<file path="src/rtl/vlogic_pipe.sv">
// Pipelined RVV bitwise/mask-logical unit with per-byte enables, global stall and token count.
// Results appear LATENCY accepted edges after the operands; sidebands travel with the data.
module vlogic_pipe #(
    parameter int unsigned REQ_DATA_WIDTH  = 64,
    parameter int unsigned RESP_DATA_WIDTH = 64,
    parameter int unsigned REQ_ADDR_WIDTH  = 32,
    parameter int unsigned OPSEL_WIDTH     = 4,
    parameter int unsigned LATENCY         = 6,
    parameter int unsigned CNT_WIDTH       = 5
) (
    input  logic                          clk,
    input  logic                          rst,
    input  logic [REQ_ADDR_WIDTH-1:0]     in_addr,
    input  logic [REQ_DATA_WIDTH-1:0]     in_vec0,
    input  logic [REQ_DATA_WIDTH-1:0]     in_vec1,
    input  logic                          in_valid,
    input  logic [OPSEL_WIDTH-1:0]        in_opSel,
    input  logic [REQ_DATA_WIDTH/8-1:0]   in_be,
    input  logic                          in_sca,
    input  logic                          in_w_reg,
    input  logic                          in_stall,
    output logic [RESP_DATA_WIDTH-1:0]    out_vec,
    output logic                          out_valid,
    output logic [REQ_ADDR_WIDTH-1:0]     out_addr,
    output logic [REQ_DATA_WIDTH/8-1:0]   out_be,
    output logic                          out_w_reg,
    output logic                          out_sca,
    output logic [CNT_WIDTH-1:0]          out_count,
    output logic                          out_busy
);

    localparam int unsigned BeWidth   = REQ_DATA_WIDTH / 8;
    // s1 plus the LATENCY-2 delay stages; the out register follows them.
    localparam int unsigned NumStages = LATENCY - 1;

    localparam logic [OPSEL_WIDTH-1:0] OpAnd  = OPSEL_WIDTH'(1);
    localparam logic [OPSEL_WIDTH-1:0] OpOr   = OPSEL_WIDTH'(2);
    localparam logic [OPSEL_WIDTH-1:0] OpXor  = OPSEL_WIDTH'(3);
    localparam logic [OPSEL_WIDTH-1:0] OpAndn = OPSEL_WIDTH'(4);
    localparam logic [OPSEL_WIDTH-1:0] OpOrn  = OPSEL_WIDTH'(5);
    localparam logic [OPSEL_WIDTH-1:0] OpNand = OPSEL_WIDTH'(6);
    localparam logic [OPSEL_WIDTH-1:0] OpNor  = OPSEL_WIDTH'(7);
    localparam logic [OPSEL_WIDTH-1:0] OpXnor = OPSEL_WIDTH'(8);
    localparam logic [OPSEL_WIDTH-1:0] OpMove = OPSEL_WIDTH'(9);

    typedef struct packed {
        logic                      valid;
        logic [OPSEL_WIDTH-1:0]    op;
        logic [REQ_DATA_WIDTH-1:0] vec0;
        logic [REQ_DATA_WIDTH-1:0] vec1;
        logic [REQ_ADDR_WIDTH-1:0] addr;
        logic [BeWidth-1:0]        be;
        logic                      w_reg;
        logic                      sca;
    } s0_t;

    typedef struct packed {
        logic                       valid;
        logic [RESP_DATA_WIDTH-1:0] data;
        logic [REQ_ADDR_WIDTH-1:0]  addr;
        logic [BeWidth-1:0]         be;
        logic                       w_reg;
        logic                       sca;
    } stage_t;

    s0_t                          s0_d, s0_q;
    stage_t [NumStages-1:0]       pipe_d, pipe_q;
    stage_t                       out_d, out_q;
    logic   [CNT_WIDTH-1:0]       cnt_d, cnt_q;
    logic   [REQ_DATA_WIDTH-1:0]  op_res;

    // Idle slots carry all-zero payloads so the writeback mux sees clean zeros.
    always_comb begin
        s0_d = '0;
        if (in_valid) begin
            s0_d.valid = 1'b1;
            s0_d.op    = in_opSel;
            s0_d.vec0  = in_vec0;
            s0_d.vec1  = in_vec1;
            s0_d.addr  = in_addr;
            s0_d.be    = in_be;
            s0_d.w_reg = in_w_reg;
            s0_d.sca   = in_sca;
        end
    end

    always_comb begin
        op_res = '0;
        case (s0_q.op)
            OpAnd:   op_res = s0_q.vec0 & s0_q.vec1;
            OpOr:    op_res = s0_q.vec0 | s0_q.vec1;
            OpXor:   op_res = s0_q.vec0 ^ s0_q.vec1;
            OpAndn:  op_res = s0_q.vec0 & ~s0_q.vec1;
            OpOrn:   op_res = s0_q.vec0 | ~s0_q.vec1;
            OpNand:  op_res = ~(s0_q.vec0 & s0_q.vec1);
            OpNor:   op_res = ~(s0_q.vec0 | s0_q.vec1);
            OpXnor:  op_res = ~(s0_q.vec0 ^ s0_q.vec1);
            OpMove:  op_res = s0_q.vec1;
            default: op_res = '0;
        endcase
        for (int i = 0; i < BeWidth; i++) begin
            if (!s0_q.be[i]) op_res[i*8 +: 8] = 8'h00;
        end
    end

    always_comb begin
        pipe_d          = '0;
        pipe_d[0].valid = s0_q.valid;
        pipe_d[0].data  = RESP_DATA_WIDTH'(op_res);
        pipe_d[0].addr  = s0_q.addr;
        pipe_d[0].be    = s0_q.be;
        pipe_d[0].w_reg = s0_q.w_reg;
        pipe_d[0].sca   = s0_q.sca;
        for (int i = 1; i < NumStages; i++) begin
            pipe_d[i] = pipe_q[i-1];
        end
        out_d = pipe_q[NumStages-1];
        cnt_d = cnt_q + CNT_WIDTH'(in_valid) - CNT_WIDTH'(out_q.valid);
    end

    always_ff @(posedge clk or posedge rst) begin
        if (rst) begin
            s0_q   <= '0;
            pipe_q <= '0;
            out_q  <= '0;
            cnt_q  <= '0;
        end else if (!in_stall) begin
            s0_q   <= s0_d;
            pipe_q <= pipe_d;
            out_q  <= out_d;
            cnt_q  <= cnt_d;
        end
    end

    assign out_vec   = out_q.data;
    assign out_valid = out_q.valid;
    assign out_addr  = out_q.addr;
    assign out_be    = out_q.be;
    assign out_w_reg = out_q.w_reg;
    assign out_sca   = out_q.sca;
    assign out_count = cnt_q;
    assign out_busy  = (cnt_q != '0);

endmodule

</file>
<file path="config.mk">
export PLATFORM = sky130hd
export DESIGN_NAME = vlogic_pipe
export DESIGN_NICKNAME = d
export VERILOG_FILES = /design/src/rtl/vlogic_pipe.sv
export SDC_FILE = /design/constraint.sdc
export NUM_CORES = 1
export LEC_CHECK = 0
export CORE_MARGIN = 2
export CORE_UTILIZATION = 55
export CTS_BUF_LIST = sky130_fd_sc_hd__clkbuf_8
export DETAILED_ROUTE_END_ITERATION = 10
export PLACE_DENSITY = 0.79
export SYNTH_ARGS = -nofsm -noshare
export SYNTH_HDL_FRONTEND = slang
export SYNTH_SLANG_ARGS = --single-unit
</file>
<file path="constraint.sdc">
create_clock -name clk -period 29.7 [get_ports clk]
set_input_delay 5.94 -clock clk [delete_from_list [all_inputs] [get_ports clk]]
set_output_delay 5.94 -clock clk [all_outputs]
set_load 0.005 [all_outputs]
</file>
==> run metrics, run 1 <==
Achievable Freq=110 MHz; Detail Placement HPWL=57.9 mm; Die Ht=between 200 and 300 um; Worst Path Required=a little over 30000 ps; share of cells above drive strength 1=about a quarter; drt drc=0; most common cell after layout, fill and taps aside=dfrtp_1; Synth Warn #=0; Syn Std Cell Area=~39000 um^2; Hold Violations, Final=0; CTS Buf Count=roughly 140; Slew @ Worst Pin=about 1200 ps; Reg2Reg Capture Point=pipe_d[200]$_DFFE_PP0N_; RSZ-0062 raised after global routing=false; post-place instance area=~42000 um^2; row cnt=97; input/output buffers=290; post-route insts no fill=~4200; Place WS=19820 ps; die width=~270 um; Post-synth EDFFs=0; reg2reg start=s0_q[172]$_DFFE_PP0N_; Worst Path Buf+Inv=4; worst rel slew slack=between 10% and 20%; LEAKAGE=21.4 nW; Worst R2R Setup Slack=25270 ps; Cells after Synth=approximately 2900; mux cell area share after synthesis=approximately a fifth; MaxCap Viol Count=0; CTS root buf=clkbuf_8; Yosys top cell area share=between 50% and 60%; CTS tree=done; Iter 0 DRT Violations=~1900; Tcrit/Tclk final=30.5%; status=finished, final reports clean; hold_buf cts=0; commonest cells after routing, fill and taps aside=dfrtp_1 (819), mux2_2 (610), clkdlybuf4s50_1 (289); WHS Endpoint=pipe_d[197]$_DFFE_PP0N_; Startpoint Class=primary input; post-synthesis sequential element count=822; GRT overflow=0; hold_sp=pipe_d[197]$_DFFE_PP0N_; # H-tree levels=4; PD cells=61.9 nW/um^2; IO Pins=291; post-synthesis compound-gate area fraction=11.1%; hold depth=2; CTS resizes=0; number of global-route vias before repair=between 20000 and 30000; initial antenna violation count=4; Cell variety after synth=63; post-synthesis sequential area ratio=approximately 53%; combinational family with the most area after synthesis=multiplexers; critical path peak fanout=119; Simple-Gate Fraction of Synth Area=2.91%; post-layout min period=approximately 9000 ps; CP Capture Type=flop; average size of a mapped cell=around 13 um^2; post-CTS setup buffer count=0; final setup TNS=0 ps; total power=~2.8 mW; largest cells by area after synthesis=dfrtp_1 (53%), mux2_2 (18%), ha_1 (8.5%), a22o_1 (4.7%), mux2i_1 (2.1%); Max Slew Vio Count=0; Detail Route Antenna Nets=0; post-layout util=between 60% and 70%; setup violators final=0; Total Routing Usage GR=24.8%; fillers=between 5000 and 6000; cell accounting for the most synthesized area=dfrtp_1; max reg flops=~470; worst-path cell chain=buf_8 > buf_4 > buf_4 > buf_4 > mux2_2; post-DR wirelength/cell=about 21 um; CTS max path bufs=3; Sink Count=between 800 and 900; initial core utilization=between 50% and 60%; Syn Nets=approximately 3400; worst hold slack=487 ps; R2R cell count=6; Hold Path Class=reg -> reg; Top FF cell, synth=dfrtp_1; die area=around 72000 um^2; Critical Path Slowest Stage Cell=buf_4; global-route wire length before repair=roughly 140 mm; placed cell count=~4000; core area=between 60000 and 70000 um^2; final worst slack=20650 ps; asr flop ratio synth=100%; skew final=36.1 ps; critical path class=in -> reg; clock insertion delay at the later pin of the skew report=approximately 800 ps; clock slew at reported path FFs=roughly 60 ps; area added between synthesis and finish=16.2%; Peak VDD IR=~0.000047 V; crit-path max cell delay=approximately 950 ps; Synth Area in XOR/XNOR=less than 1%; Worst path top cell family by delay=buffers and inverters; Arr. time, crit path=about 9700 ps; routability cong.=0.854; DRT Pass-1 Iters=8; design area=roughly 45000 um^2; Routed WL=88.7 mm; Final Net Count=3641; largest net degree at the start of global routing=about 200; routed via count=about 25000; Crit path top cell by count=buf_4; Crit. Startpoint=in_stall; vias per inst=5.84; Synth Area in Adders=about 8.6%
-- cell families after synthesis --
logic type,count (synthesis)
muxes,692
and+or+nand+nor,251
DFF,822
xor gates and xnor gates,3
AOI/OAI and AO/OA,571
adders and majority gates,263
buffers and inverters,341
-- synth_stat cells (15+ instances only) --
cell type  count
dfrtp_1      822
o21ai_0       81
o22ai_1       43
buf_4         15
a22o_1       207
a221oi_1      25
a211oi_1      16
mux2i_1       79
o21ai_1       42
inv_1        141
a22oi_1       28
clkbuf_1      68
ha_1         262
buf_2        101
nand2_1      132
nor2_1        59
a2bb2oi_1     16
mux2_2       610
a21oi_1       29
-- worst register-to-register path: cells and delay by family, from the launching register on --
kind | cells | cell delay [ps]
AO/OA/AOI/OAI | 3 | 1600
AND/OR/NAND/NOR | 2 | 1120
flip-flops | 1 | 770
buffers and inverters | 1 | 750
-- power breakdown --
group	leakage (nW)	switching, mW	internal (mW)
registers	11.0	0.0833	1.24
logic	8.80	0.208	0.227
clock network	1.60	0.459	0.557
-- cell type report --
cell class,count,area (um^2),area share (%)
Inverter,141,537,1.20
Antenna cell,3,7.51,0.0168
Tap cell,940,1180,2.63
Multi-Input combinational cell,1780,16500,36.8
Timing Repair Buffer,318,3160,7.05
Clock buffer,162,2230,4.98
Clock inverter,74,592,1.32
Sequential cell,822,20600,46.0
-- how the worst max path moves through the flow --
| stage | depth (start not counted) | to | slack, ps |
|---|---|---|---|
| finish | 5 | pipe_d[109]$_DFFE_PP0N_ | 20650 |
| global route | 5 | pipe_d[216]$_DFFE_PP0N_ | 20380 |
| floorplan | 1 | out_addr[0]$_DFFE_PP0N_ | 670 |
| global placement | 5 | pipe_d[213]$_DFFE_PP0N_ | 19930 |
| detailed placement | 5 | pipe_d[437]$_DFFE_PP0N_ | 19820 |
| CTS | 5 | pipe_d[374]$_DFFE_PP0N_ | 20680 |
-- routing by layer --
metal / vias to the layer above / global-route usage [%] / routed length, um / share of wire [%]
li1: 11150 / - / - / -
met1: 12523 / 33.2 / 38600 / 43
met4: 2 / 10.9 / 3130 / 3.5
met3: 231 / 6.05 / 5820 / 6.6
met5: - / 0 / 12 / 0.014
met2: 863 / 38.5 / 41200 / 46
Note: power is estimated with default switching activity, not from simulation.
==> run 2, diff against run 1 <==
clock period = 7.8 ns   (was 29.7 ns; I/O delays follow)
==> run metrics, run 2 (synthesized netlist as in run 1, its figures left out) <==
Routed WL=88.2 mm (was 88.7 mm); Final Net Count=3643 (was 3641); initial antenna violation count=8 (was 4); critical path class=reg -> out (was in -> reg); worst hold slack=478 ps (was 487 ps); clock power share=35.5% (was 36.7%); LEAKAGE=21.4 nW (about the same); post-place instance area=42000 um^2 (was 41900 um^2); Max Slew Vio Count=0 (unchanged); routability cong.=0.862 (was 0.854); CTS tree=done (unchanged); die area=72200 um^2 (unchanged); clock insertion delay at the later pin of the skew report=800 ps (about the same); Worst Path Required=6240 ps (was 30360 ps); placed cell count=4007 (was 4001); Sink Count=822 (unchanged); clock slew at reported path FFs=60 ps (about the same); number of global-route vias before repair=25637 (was 25676); largest net degree at the start of global routing=220 (was 196); final worst slack=3690 ps (was 20650 ps); MaxCap Viol Count=0 (unchanged); post-layout util=64.2% (about the same); Place WS=3950 ps (was 19820 ps); Reg2Reg Capture Point=pipe_d[203]$_DFFE_PP0N_ (was pipe_d[200]$_DFFE_PP0N_); total power=10.4 mW (was 2.77 mW); Slew @ Worst Pin=1140 ps (was 1230 ps); Startpoint Class=flop (was primary input); # H-tree levels=4 (unchanged); core area=69700 um^2 (unchanged); post-layout min period=between 4000 and 5000 ps; Critical Path Slowest Stage Cell=or4b_2 (was buf_4); routed via count=24763 (was 24769); Worst R2R Setup Slack=3810 ps (was 25270 ps); status=finished, final reports clean (unchanged); most common cell after layout, fill and taps aside=dfrtp_1 (unchanged); GRT overflow=0 (unchanged); area added between synthesis and finish=16.0% (was 16.2%); crit-path max cell delay=580 ps (was 950 ps); die width=269 um (unchanged); Detail Route Antenna Nets=0 (unchanged); switching power=2.87 mW (was 750 uW); Iter 0 DRT Violations=1890 (was 1915); CP Capture Type=primary output (was flop); Crit. Startpoint=out_count[3]$_DFFE_PP0N_ (was in_stall); sequential share of power=48.5% (was 47.6%); share of cells above drive strength 1=25.8% (was 25.9%); Tcrit/Tclk final=52.7%; path length in cells of the critical path=4 (was 5); Arr. time, crit path=2550 ps (was 9720 ps); Critical path destination=out_busy (was pipe_d[109]$_DFFE_PP0N_); worst rel slew slack=21.8% (was 18.1%); global-route wire length before repair=140 mm (about the same); area of the multi-input gates=16500 um^2 (about the same); CTS resizes=0 (unchanged); vias per inst=5.84 (about the same); Hold Violations, Final=0 (unchanged); max reg flops=471 (unchanged); Die Ht=269 um (unchanged); CTS Buf Count=133 (was 137); skew final=37.1 ps (was 36.1 ps); fillers=5167 (was 5096); post-CTS setup buffer count=0 (unchanged); DRT Pass-1 Iters=6 (was 8); CTS max path bufs=3 (unchanged); Detail Placement HPWL=58.9 mm (was 57.9 mm); commonest cells after routing, fill and taps aside=dfrtp_1 (819), mux2_2 (610), clkdlybuf4s50_1 (289) (unchanged); drt drc=0 (unchanged); row cnt=97 (unchanged); register area=20600 um^2 (unchanged); hold depth=1 (was 2); Total Routing Usage GR=24.7% (was 24.8%); final setup TNS=0 ps (unchanged); Worst path top cell family by delay=buffers and inverters (unchanged); combinational power share=16.0% (was 15.7%); initial core utilization=55.3% (unchanged); post-DR wirelength/cell=20.8 um (was 20.9 um); post-route insts no fill=4237 (was 4240); critical path peak fanout=4 (was 119); setup violators final=0 (unchanged); design area=44700 um^2 (was 44800 um^2); Internal Pwr Total=7.50 mW (was 2.02 mW); RSZ-0062 raised after global routing=false (unchanged); CTS root buf=clkbuf_8 (unchanged); PD cells=232 nW/um^2 (was 61.9 nW/um^2); IO Pins=291 (unchanged); Worst Path Buf+Inv=2 (was 4); Peak VDD IR=0.000119 V (was 0.0000474 V); worst-path cell chain=inv_1 > ha_1 > or4b_2 > clkdlybuf4s50_1 (was buf_8 > buf_4 > buf_4 > buf_4 > mux2_2); R2R cell count=7 (was 6); hold_buf cts=0 (unchanged); Switching Share=27.7% (was 27.1%); Hold Path Class=reg -> reg (unchanged); reg2reg start=s0_q[173]$_DFFE_PP0N_ (was s0_q[172]$_DFFE_PP0N_); input/output buffers=290 (unchanged); Achievable Freq=roughly 240 MHz
run 2: layout make-up:
type / count / area share, %
Antenna cell: 1 / 0.00560
Tap cell: 940 / 2.63
Inverter: 141 / 1.19
Sequential cell: 822 / 46.0
Clock buffer: 155 / 4.77
Clock inverter: 74 / 1.20
Multi-Input combinational cell: 1780 / 36.9
Timing Repair Buffer: 324 / 7.30
run 2: layer usage:
layer | vias up | wire length [um] | part of all wire [%] | global-route usage, %
li1 | 11145 | - | - | -
met1 | 12621 | 39200 | 44 | 34.4
met2 | 811 | 41200 | 47 | 38.7
met3 | 180 | 5390 | 6.1 | 4.96
met4 | 6 | 2400 | 2.7 | 9.34
met5 | - | 40 | 0.045 | 0
run 2: how the worst min path moves through the flow:
stage | startpoint | end | slack, ps
after floorplan | pipe_d[114]$_DFFE_PP0N_ | pipe_d[114]$_DFFE_PP0N_ | 450
after detailed placement | pipe_d[106]$_DFFE_PP0N_ | pipe_d[106]$_DFFE_PP0N_ | 470
after CTS | pipe_d[106]$_DFFE_PP0N_ | pipe_d[106]$_DFFE_PP0N_ | 480
final | pipe_d[106]$_DFFE_PP0N_ | pipe_d[106]$_DFFE_PP0N_ | 480
after global routing | pipe_d[106]$_DFFE_PP0N_ | pipe_d[106]$_DFFE_PP0N_ | 490
after global placement | pipe_d[106]$_DFFE_PP0N_ | pipe_d[106]$_DFFE_PP0N_ | 460
run 2: power by group through the flow:
| stage | Clock [mW] | Combinational [mW] | Sequential (mW) |
|---|---|---|---|
| floorplan | 0 | 1.09 | 4.99 |
| global placement | 0 | 1.56 | 5.06 |
| detailed placement | 0 | 1.66 | 5.10 |
| CTS | 3.78 | 1.67 | 5.02 |
| global route | 3.96 | 1.82 | 5.08 |
| finish | 3.68 | 1.66 | 5.02 |
run 2: worst reg2reg max path, delay by kind of cell (launching register included):
family                 cells  cell delay (ps)
AND/OR/NAND/NOR            2              410
flip-flops                 1              630
buffers and inverters      3             1710
AO/OA/AOI/OAI              2             1070
